### src/rtl/step_calc_pkg.sv
// Shared encodings and default thresholds for the step_calculator telemetry block.
package step_calc_pkg;

    // Heart-rate safety classification of the most recent sample
    typedef enum logic [1:0] {
        SAFE      = 2'b00,
        WARNING   = 2'b01,
        EMERGENCY = 2'b10
    } hr_class_e;

    // Workout intensity derived from the running average heart rate
    typedef enum logic [1:0] {
        WARMUP   = 2'b00,
        FAT_BURN = 2'b01,
        CARDIO   = 2'b10
    } intensity_e;

    localparam logic [7:0]  DEF_HR_WARN     = 8'd150;
    localparam logic [7:0]  DEF_HR_EMERG    = 8'd180;
    localparam logic [7:0]  DEF_INT_FATBURN = 8'd120;
    localparam logic [7:0]  DEF_INT_CARDIO  = 8'd150;
    localparam int unsigned DEF_CAL_SHIFT   = 6;

    // Emergency takes precedence over Warning
    function automatic hr_class_e classify_hr(input logic [7:0] hr,
                                              input logic [7:0] warn,
                                              input logic [7:0] emerg);
        if (hr >= emerg)
            return EMERGENCY;
        else if (hr >= warn)
            return WARNING;
        else
            return SAFE;
    endfunction

endpackage

### src/rtl/step_calculator_hr_stats.sv
// Heart-rate statistics: running max, sum, sample count, mean and intensity decode.
module hr_stats
    import step_calc_pkg::*;
#(
    parameter logic [7:0] INT_FATBURN = DEF_INT_FATBURN,
    parameter logic [7:0] INT_CARDIO  = DEF_INT_CARDIO
) (
    input  logic        clk,
    input  logic        rst,
    input  logic        sample_valid,
    input  logic [7:0]  hr,
    output logic [7:0]  max_hr,
    output logic [31:0] average_hr,
    output logic [1:0]  intensity
);

    logic [7:0]  max_q,   max_d;
    logic [31:0] sum_q,   sum_d;
    logic [15:0] count_q, count_d;
    logic [31:0] avg;
    intensity_e  intensity_w;

    // Next-state for the statistics accumulators; count saturates, sum wraps
    always_comb begin
        max_d   = max_q;
        sum_d   = sum_q;
        count_d = count_q;
        if (sample_valid) begin
            if (hr > max_q)
                max_d = hr;
            sum_d = sum_q + {24'b0, hr};
            if (count_q != '1)
                count_d = count_q + 16'd1;
        end
    end

    // Statistics registers with synchronous reset
    always_ff @(posedge clk) begin
        if (rst) begin
            max_q   <= '0;
            sum_q   <= '0;
            count_q <= '0;
        end else begin
            max_q   <= max_d;
            sum_q   <= sum_d;
            count_q <= count_d;
        end
    end

    // Integer mean (zero before any sample) and intensity band from that mean
    always_comb begin
        avg = '0;
        if (count_q != '0)
            avg = sum_q / {16'b0, count_q};
        if (avg >= {24'b0, INT_CARDIO})
            intensity_w = CARDIO;
        else if (avg >= {24'b0, INT_FATBURN})
            intensity_w = FAT_BURN;
        else
            intensity_w = WARMUP;
    end

    assign max_hr     = max_q;
    assign average_hr = avg;
    assign intensity  = intensity_w;

endmodule

### src/rtl/step_calculator.sv
// Runner telemetry accumulator: steps, distance, time, calories and HR classification.
module step_calculator
    import step_calc_pkg::*;
#(
    parameter logic [7:0]  HR_WARN     = DEF_HR_WARN,
    parameter logic [7:0]  HR_EMERG    = DEF_HR_EMERG,
    parameter logic [7:0]  INT_FATBURN = DEF_INT_FATBURN,
    parameter logic [7:0]  INT_CARDIO  = DEF_INT_CARDIO,
    parameter int unsigned CAL_SHIFT   = DEF_CAL_SHIFT
) (
    input  logic        clk,
    input  logic        rst,
    input  logic [7:0]  hr_input,
    input  logic [1:0]  steps_per_second,
    input  logic [7:0]  stride_length,
    input  logic        valid_input,
    output logic [15:0] total_steps,
    output logic [31:0] total_distance,
    output logic [7:0]  time_elapsed,
    output logic [1:0]  heart_rate_classification,
    output logic [7:0]  max_heart_rate,
    output logic [31:0] total_calories,
    output logic [31:0] average_heart_rate,
    output logic [1:0]  workout_intensity
);

    logic [15:0] steps_q, steps_d;
    logic [31:0] dist_q,  dist_d;
    logic [7:0]  time_q,  time_d;
    logic [31:0] cal_q,   cal_d;
    hr_class_e   class_q, class_d;

    logic [9:0]  dist_inc;
    logic [9:0]  cal_prod;
    logic [9:0]  cal_inc;

    // Per-sample increments and next-state of the activity accumulators
    always_comb begin
        dist_inc = {8'b0, steps_per_second} * {2'b0, stride_length};
        cal_prod = {8'b0, steps_per_second} * {2'b0, hr_input};
        cal_inc  = cal_prod >> CAL_SHIFT;

        steps_d = steps_q;
        dist_d  = dist_q;
        time_d  = time_q;
        cal_d   = cal_q;
        class_d = class_q;
        if (valid_input) begin
            steps_d = steps_q + {14'b0, steps_per_second};
            dist_d  = dist_q + {22'b0, dist_inc};
            if (time_q != '1)
                time_d = time_q + 8'd1;
            cal_d   = cal_q + {22'b0, cal_inc};
            class_d = classify_hr(hr_input, HR_WARN, HR_EMERG);
        end
    end

    // Accumulator registers with synchronous reset
    always_ff @(posedge clk) begin
        if (rst) begin
            steps_q <= '0;
            dist_q  <= '0;
            time_q  <= '0;
            cal_q   <= '0;
            class_q <= SAFE;
        end else begin
            steps_q <= steps_d;
            dist_q  <= dist_d;
            time_q  <= time_d;
            cal_q   <= cal_d;
            class_q <= class_d;
        end
    end

    hr_stats #(
        .INT_FATBURN (INT_FATBURN),
        .INT_CARDIO  (INT_CARDIO)
    ) u_hr_stats (
        .clk          (clk),
        .rst          (rst),
        .sample_valid (valid_input),
        .hr           (hr_input),
        .max_hr       (max_heart_rate),
        .average_hr   (average_heart_rate),
        .intensity    (workout_intensity)
    );

    assign total_steps               = steps_q;
    assign total_distance            = dist_q;
    assign time_elapsed              = time_q;
    assign total_calories            = cal_q;
    assign heart_rate_classification = class_q;

endmodule

### config.mk
export PLATFORM = sky130hd
export DESIGN_NAME = step_calculator
export DESIGN_NICKNAME = d
export VERILOG_FILES = /design/src/rtl/step_calc_pkg.sv /design/src/rtl/step_calculator_hr_stats.sv /design/src/rtl/step_calculator.sv
export SDC_FILE = /design/constraint.sdc
export NUM_CORES = 2
export LEC_CHECK = 0
export ABC_AREA = 1
export CAP_MARGIN = 20
export CORE_ASPECT_RATIO = 0.6
export CORE_MARGIN = 2
export CORE_UTILIZATION = 45
export CTS_BUF_LIST = sky130_fd_sc_hd__clkbuf_2 sky130_fd_sc_hd__clkbuf_4 sky130_fd_sc_hd__clkbuf_8
export DETAILED_ROUTE_END_ITERATION = 8
export PLACE_DENSITY = 0.6
export SETUP_SLACK_MARGIN = 0.1
export SLEW_MARGIN = 30
export SYNTH_ARGS = -nofsm -noshare
export SYNTH_HDL_FRONTEND = slang
export SYNTH_SLANG_ARGS = --single-unit
### constraint.sdc
create_clock -name clk -period 330.5 [get_ports clk]
set_input_delay 66.1 -clock clk [delete_from_list [all_inputs] [get_ports clk]]
set_output_delay 66.1 -clock clk [all_outputs]
set_load 0.01 [all_outputs]
---- Word level (Yosys, flattened, before mapping) ----
Index checks and enable logic that the tools add are counted.
storage, ports and cells
  register bits after elaboration ......... 146
  latch bits .............................. 0
  RAM bits ................................ 0
  memory bits (read-only) ................. 0
  input bits .............................. 21
  memories kept ........................... 0
cells by class
  add/sub/neg operators ................... 6
  multiply operators ...................... 2
  div/mod/pow operators ................... 1
  magnitude comparators ................... 5
  equality and inequality tests ........... 2
  shift operators ......................... 0
  multiplexer cells ....................... 5
  bitwise operators ....................... 0
  reduce and logical (&&, ||, !) cells .... 4
operators by type and width
  operator               count
  $add 32x10->32         1
  $add 32x4->32          1
  $add 32x8->32          1
  $div 32x16->32         1
  $ge 32x7->1 const B    1
  $ge 32x8->1 const B    1
  $mux 32                1
  $mul 2x8->10           2
  $add 16x1->16 const B  1
  $add 16x2->16          1
  $ge 8x8->1 const B     2
  $ne 16x16->1 const B   1
  $reduce_bool 16->1     1
  $add 8x1->8 const B    1
  $gt 8x8->1             1
  $ne 8x8->1 const B     1
  $reduce_and 2->1       3
  $mux 2                 2
  $mux 1                 2

---- Depth between registers and ports, before layout ----
  depth in word-level cells ............... 5
  depth in mapped cells ................... 689

---- Modules after synthesis ----
From an unflattened synthesis, not the netlist that was laid out.
unflattened totals
  cell total of the unflattened synthesis .. 5,556
  area total of the unflattened synthesis .. 33,472.1 um^2
by module, submodules not included
  module           instances  cells each  area each (um^2)
  hr_stats         1          4,586       27,318.7
  step_calculator  1          970         6,153.4

---- Worst setup path before layout ----
Ideal clock, no wire load.
  path type ............................... register -> output
  start point ............................. register u_hr_stats.count_q[0]
  end point ............................... output port average_heart_rate[0]
  data arrival time ....................... 83,625 ps
  data required time ...................... 264,400 ps
  setup slack ............................. 180,775 ps
  cell stages (with the launch flop) ...... 667
  buffers on the path ..................... 51
  path through ............................ dfxtp_1 > inv_1 > ha_1 > o21ai_0 > nor2_1 > nand3_1 > nand2_1 > nand2_1 > nand2_1 > ha_1 > o21ai_0 > nand2_1 > nand3_2 > o21ai_1 > inv_1 > ha_1 > o21ai_0 > nand2_1 > (+631 left out) > nor2_1 > a21oi_1 > ha_1 > o21ai_0 > nand2_1 > a21o_1 > a21oi_1 > o221ai_1 > a21oi_1 > o21ai_0 > a21oi_1 > nor2_1 > a211oi_1 > o21ai_0 > inv_1 > nand3_1 > nor2_1 > nor2_1
on the way
  cells in the longest elaborated chain, start to end .. 2
  elaborated cells between the ends (all ways) .. 3
ends and longest elaborated chain
  element                                               line                                                            source
  start: declaration                                    step_calculator_hr_stats.sv:19                                  logic [15:0] count_q, count_d;
  start signal: assignment                              step_calculator_hr_stats.sv:46                                  count_q <= count_d;
  $div 32x16->32 or $reduce_bool 16->1 (tied branches)  step_calculator_hr_stats.sv:54, step_calculator_hr_stats.sv:53
  $mux 32 *                                             step_calculator_hr_stats.sv:53                                  if (count_q != '0)
  end: declaration                                      step_calculator.sv:23                                           output logic [31:0] average_heart_rate,
Every way passes the cells marked *; elsewhere a longest branch is shown, timed or not.

---- Final worst setup path ----
  start point ............................. register u_hr_stats.sum_q[4]
  end point ............................... output port average_heart_rate[0]
on the way
  cells in the longest elaborated chain, start to end .. 2
ends and longest elaborated chain
  element                   line                            source
  start: declaration        step_calculator_hr_stats.sv:18  logic [31:0] sum_q, sum_d;
  start signal: assignment  step_calculator_hr_stats.sv:45  sum_q <= sum_d;
  $div 32x16->32            step_calculator_hr_stats.sv:54  avg = sum_q / {16'b0, count_q};
  $mux 32                   step_calculator_hr_stats.sv:53
No other way between the ends.

==> summary.md <==
| Metric | Value |
|---|---|
| Run status | completed |
| Grt ovf | 0 |
| Syn Std Cell Area | about 33,000 sq um |
| Data required time of the critical path | approximately 260,000 ps |
| Top cell type's share of synthesized area | around 17% |
| Count of warnings emitted by yosys | 0 |
| Arr. time, crit path | around 95,000 ps |
| Kind of end point of the critical path | output pin |
| Num rows | 76 |
| TritonCTS buffer count | 17 |
| WL per Instance | about 15 um |
| Clock tree sinks | 146 |
| Overall fraction of global-route tracks in use | between 20% and 30% |
| Critical path depth | 617 |
| Max-slew violations | 0 |
| Asr flop ratio synth | 0% |
| Global-route wire length before repair | between 150,000 and 200,000 um |
| Cells resized by post-CTS repair | 0 |
| 1st-iter DRT viols | 2,310 |
| H-tree lvl count | 4 |
| Drt drc | 0 |
| Period utilization | 48.59% |
| Post-DP HPWL | 73,920 um |
| Final-stage net count | 5,726 |
| Vias in the first global route | approximately 29,000 |
| Buffers added on ports | between 150 and 200 |
| Final setup violating endpoints | 0 |
| Routed Wire Length | 92,900 um |
| Commonest cells post-synth | 1,111 x nand2_1, 745 x inv_1, 435 x ha_1 |
| Horizontal die dimension | 351.8 um |
| Synthesized instance count | about 5,200 |
| Post-CTS setup repair buffer count | 0 |
| Via count of the routed design | 32,367 |
| Cell types with the largest area share after synthesis | ha_1 17%, nand2_1 13%, dfxtp_1 8.9%, inv_1 8.6%, xor2_1 6.2% |
| Hold Crit Depth | 2 |
| Number of buffers on the longest clock path | 2 |
| Average size of a mapped cell | between 6 and 7 sq um |
| Critical-path top delay cell | inv_1 |
| RSZ-0062 raised after global routing | false |
| Final Hold Fails | 0 |
| CTS clock-pin slew for the worst setup and hold paths | 90 ps |
| Number of I/O pins | roughly 150 |
| Achievable frequency | about 6.2 MHz |
| Transition at the pin with the smallest max-transition slack | around 900 ps |
| Post-synth EDFFs | 0 |
| Root buffer cell | clkbuf_8 |
| Post-synth cell types | 92 |
| Class of the most critical setup path | flop to output pin |
| Layout fillers | between 7,000 and 8,000 |
| Critical Path Source Type | flop |
| Hold Buf Count CTS | 0 |
| Depth of the worst register-to-register path | 20 |
| Worst slew margin relative to its limit | between 40% and 50% |
| Post-layout min period | approximately 160,000 ps |
| Family with the most delay on the worst path | compound AO/OA/AOI/OAI gates |
| Routability cong. | slightly below 0.9 |
| Final antenna diode count | 0 |
| Max incr delay on CP | about 650 ps |
| TritonCTS clock tree | yes |
| Kind of path behind the tightest hold check | flop to flop |
| Layout cell share with drive strength beyond 1 | between 10 and 15% |
| Area growth, synth to finish | 8.078% |
| Per-cell via count in the routed design | approximately 5.2 |
| CORE AREA | between 70,000 and 80,000 sq um |
| Post-Syn Nets | ~5,700 |
| Synthesized flop and latch total | ~150 |
| Number of antenna violations at the first check in global routing | 3 |
| Clock latency on the worst-skew pair | roughly 500 ps |
| Sequential element share of the synthesized area | approximately 9% |
| Post-Route Setup TNS | 0 ps |
| Most repeated cell in the gate-level netlist after synthesis | nand2_1 |
| Initial Util | around 46% |
| Maximum fanout along the worst path | 45 |
| Die span in y | roughly 210 um |
| Max-cap check violation count | 0 |
| Library cell occupying the most area in the post-synthesis netlist | ha_1 |
| Buffers & Inverters on Critical Path | approximately 130 |
| Most frequent CP cell | nand2_1 |
| Predominant post-synthesis flop cell | dfxtp_1 |
| Setup skew after layout | roughly 15 ps |
| DRT Pass-1 Iters | 5 |
| Maximum number of pins on one net before global-route repair | 83 |
| DIE AREA | 74,840 sq um |
| Post-detailed-route count of antenna-violating nets | 0 |
routing by layer:
metal / routed length, um / vias up / global-route usage (%)
met3: 4734 / 43 / 3.058
li1: - / 17216 / -
met2: 34450 / 663 / 34.26
met1: 53040 / 14441 / 40.40
met4: 658 / 4 / 2.594
met5: 25 / - / 0
tightest hold or removal path: stages, from the launching register on:
cell and delay, ps:
dfxtp_1 320, inv_1 60, a21oi_1 50
per-stage QoR:
stage / instance area [sq um] / util (%) / std cells / worst slack (ps) / hold slack [ps]
3_5_place_dp: 34850 / 48.54 / 6215 / 171180 / 459.7
4_1_cts: 35310 / 49.18 / 6247 / 170320 / 473.8
6_report: 35310 / 49.18 / 6247 / 169900 / 467.4
3_3_place_gp: 34850 / 48.54 / 6215 / 173230 / 451.7
5_1_grt: 35310 / 49.18 / 6247 / 158210 / 503.7
2_1_floorplan: 32670 / - / 5194 / 180780 / 456.1
logic make-up after synthesis:
| group | Yosys count | synth area share (%) |
|---|---|---|
| simple gates | 2322 | 35.12 |
| buf+inv | 965 | 12.04 |
| compound gates | 989 | 17.81 |
| fa+ha+maj | 446 | 17.34 |
| flops | 146 | 8.947 |
| mux | 1 | 0.03064 |
| xor+xnor | 325 | 8.713 |
state kept, by name (all words and copies together) (netlist names):
register,flops
total_calories,32
total_distance,32
u_hr_stats.sum_q,32
total_steps,16
u_hr_stats.count_q,16
time_elapsed,8
u_hr_stats.max_hr,8
heart_rate_classification,2
final cells by class:
cell class | instances | area (sq um) | area share, %
flip-flops and latches | 146 | 2923 | 8.278
multi-input cells | 4083 | 25820 | 73.12
clock buffers | 20 | 262.8 | 0.7442
well taps | 975 | 1220 | 3.455
repair buffers | 176 | 1697 | 4.805
clock inverters | 12 | 191.4 | 0.5422
inverters | 835 | 3196 | 9.051
final timing paths:
check / slack [ps] / start / endpoint
worst max-delay path: 169900 / u_hr_stats.sum_q[4]$_SDFFE_PP0P_ / average_heart_rate[0]
worst max register to register: 326530 / u_hr_stats.sum_q[1]$_SDFFE_PP0P_ / u_hr_stats.sum_q[28]$_SDFFE_PP0P_
worst min-delay path: 470 / total_distance[31]$_SDFFE_PP0P_ / total_distance[31]$_SDFFE_PP0P_
worst min register to register: 470 / total_distance[31]$_SDFFE_PP0P_ / total_distance[31]$_SDFFE_PP0P_
placed cells by master (no fill, tap or decap), drive strengths merged, types with 19 or more instances in the layout:
cell type	synthesis	final
nand3	360	360
clkbuf	93	20
ha	435	435
a21o	23	23
nor2	414	414
xnor2	94	94
nand2	1249	1249
clkdlybuf4s50	0	151
or2	49	49
nor3	73	73
dfxtp	146	146
o21bai	51	51
inv	820	827
nor4	35	35
buf	35	25
nand3b	19	19
a21oi	388	388
nand4	92	92
xor2	231	231
o21ai	437	437
Power is not shown: default switching activity piles up to over one toggle a cycle in this logic, so the estimate is an artifact.
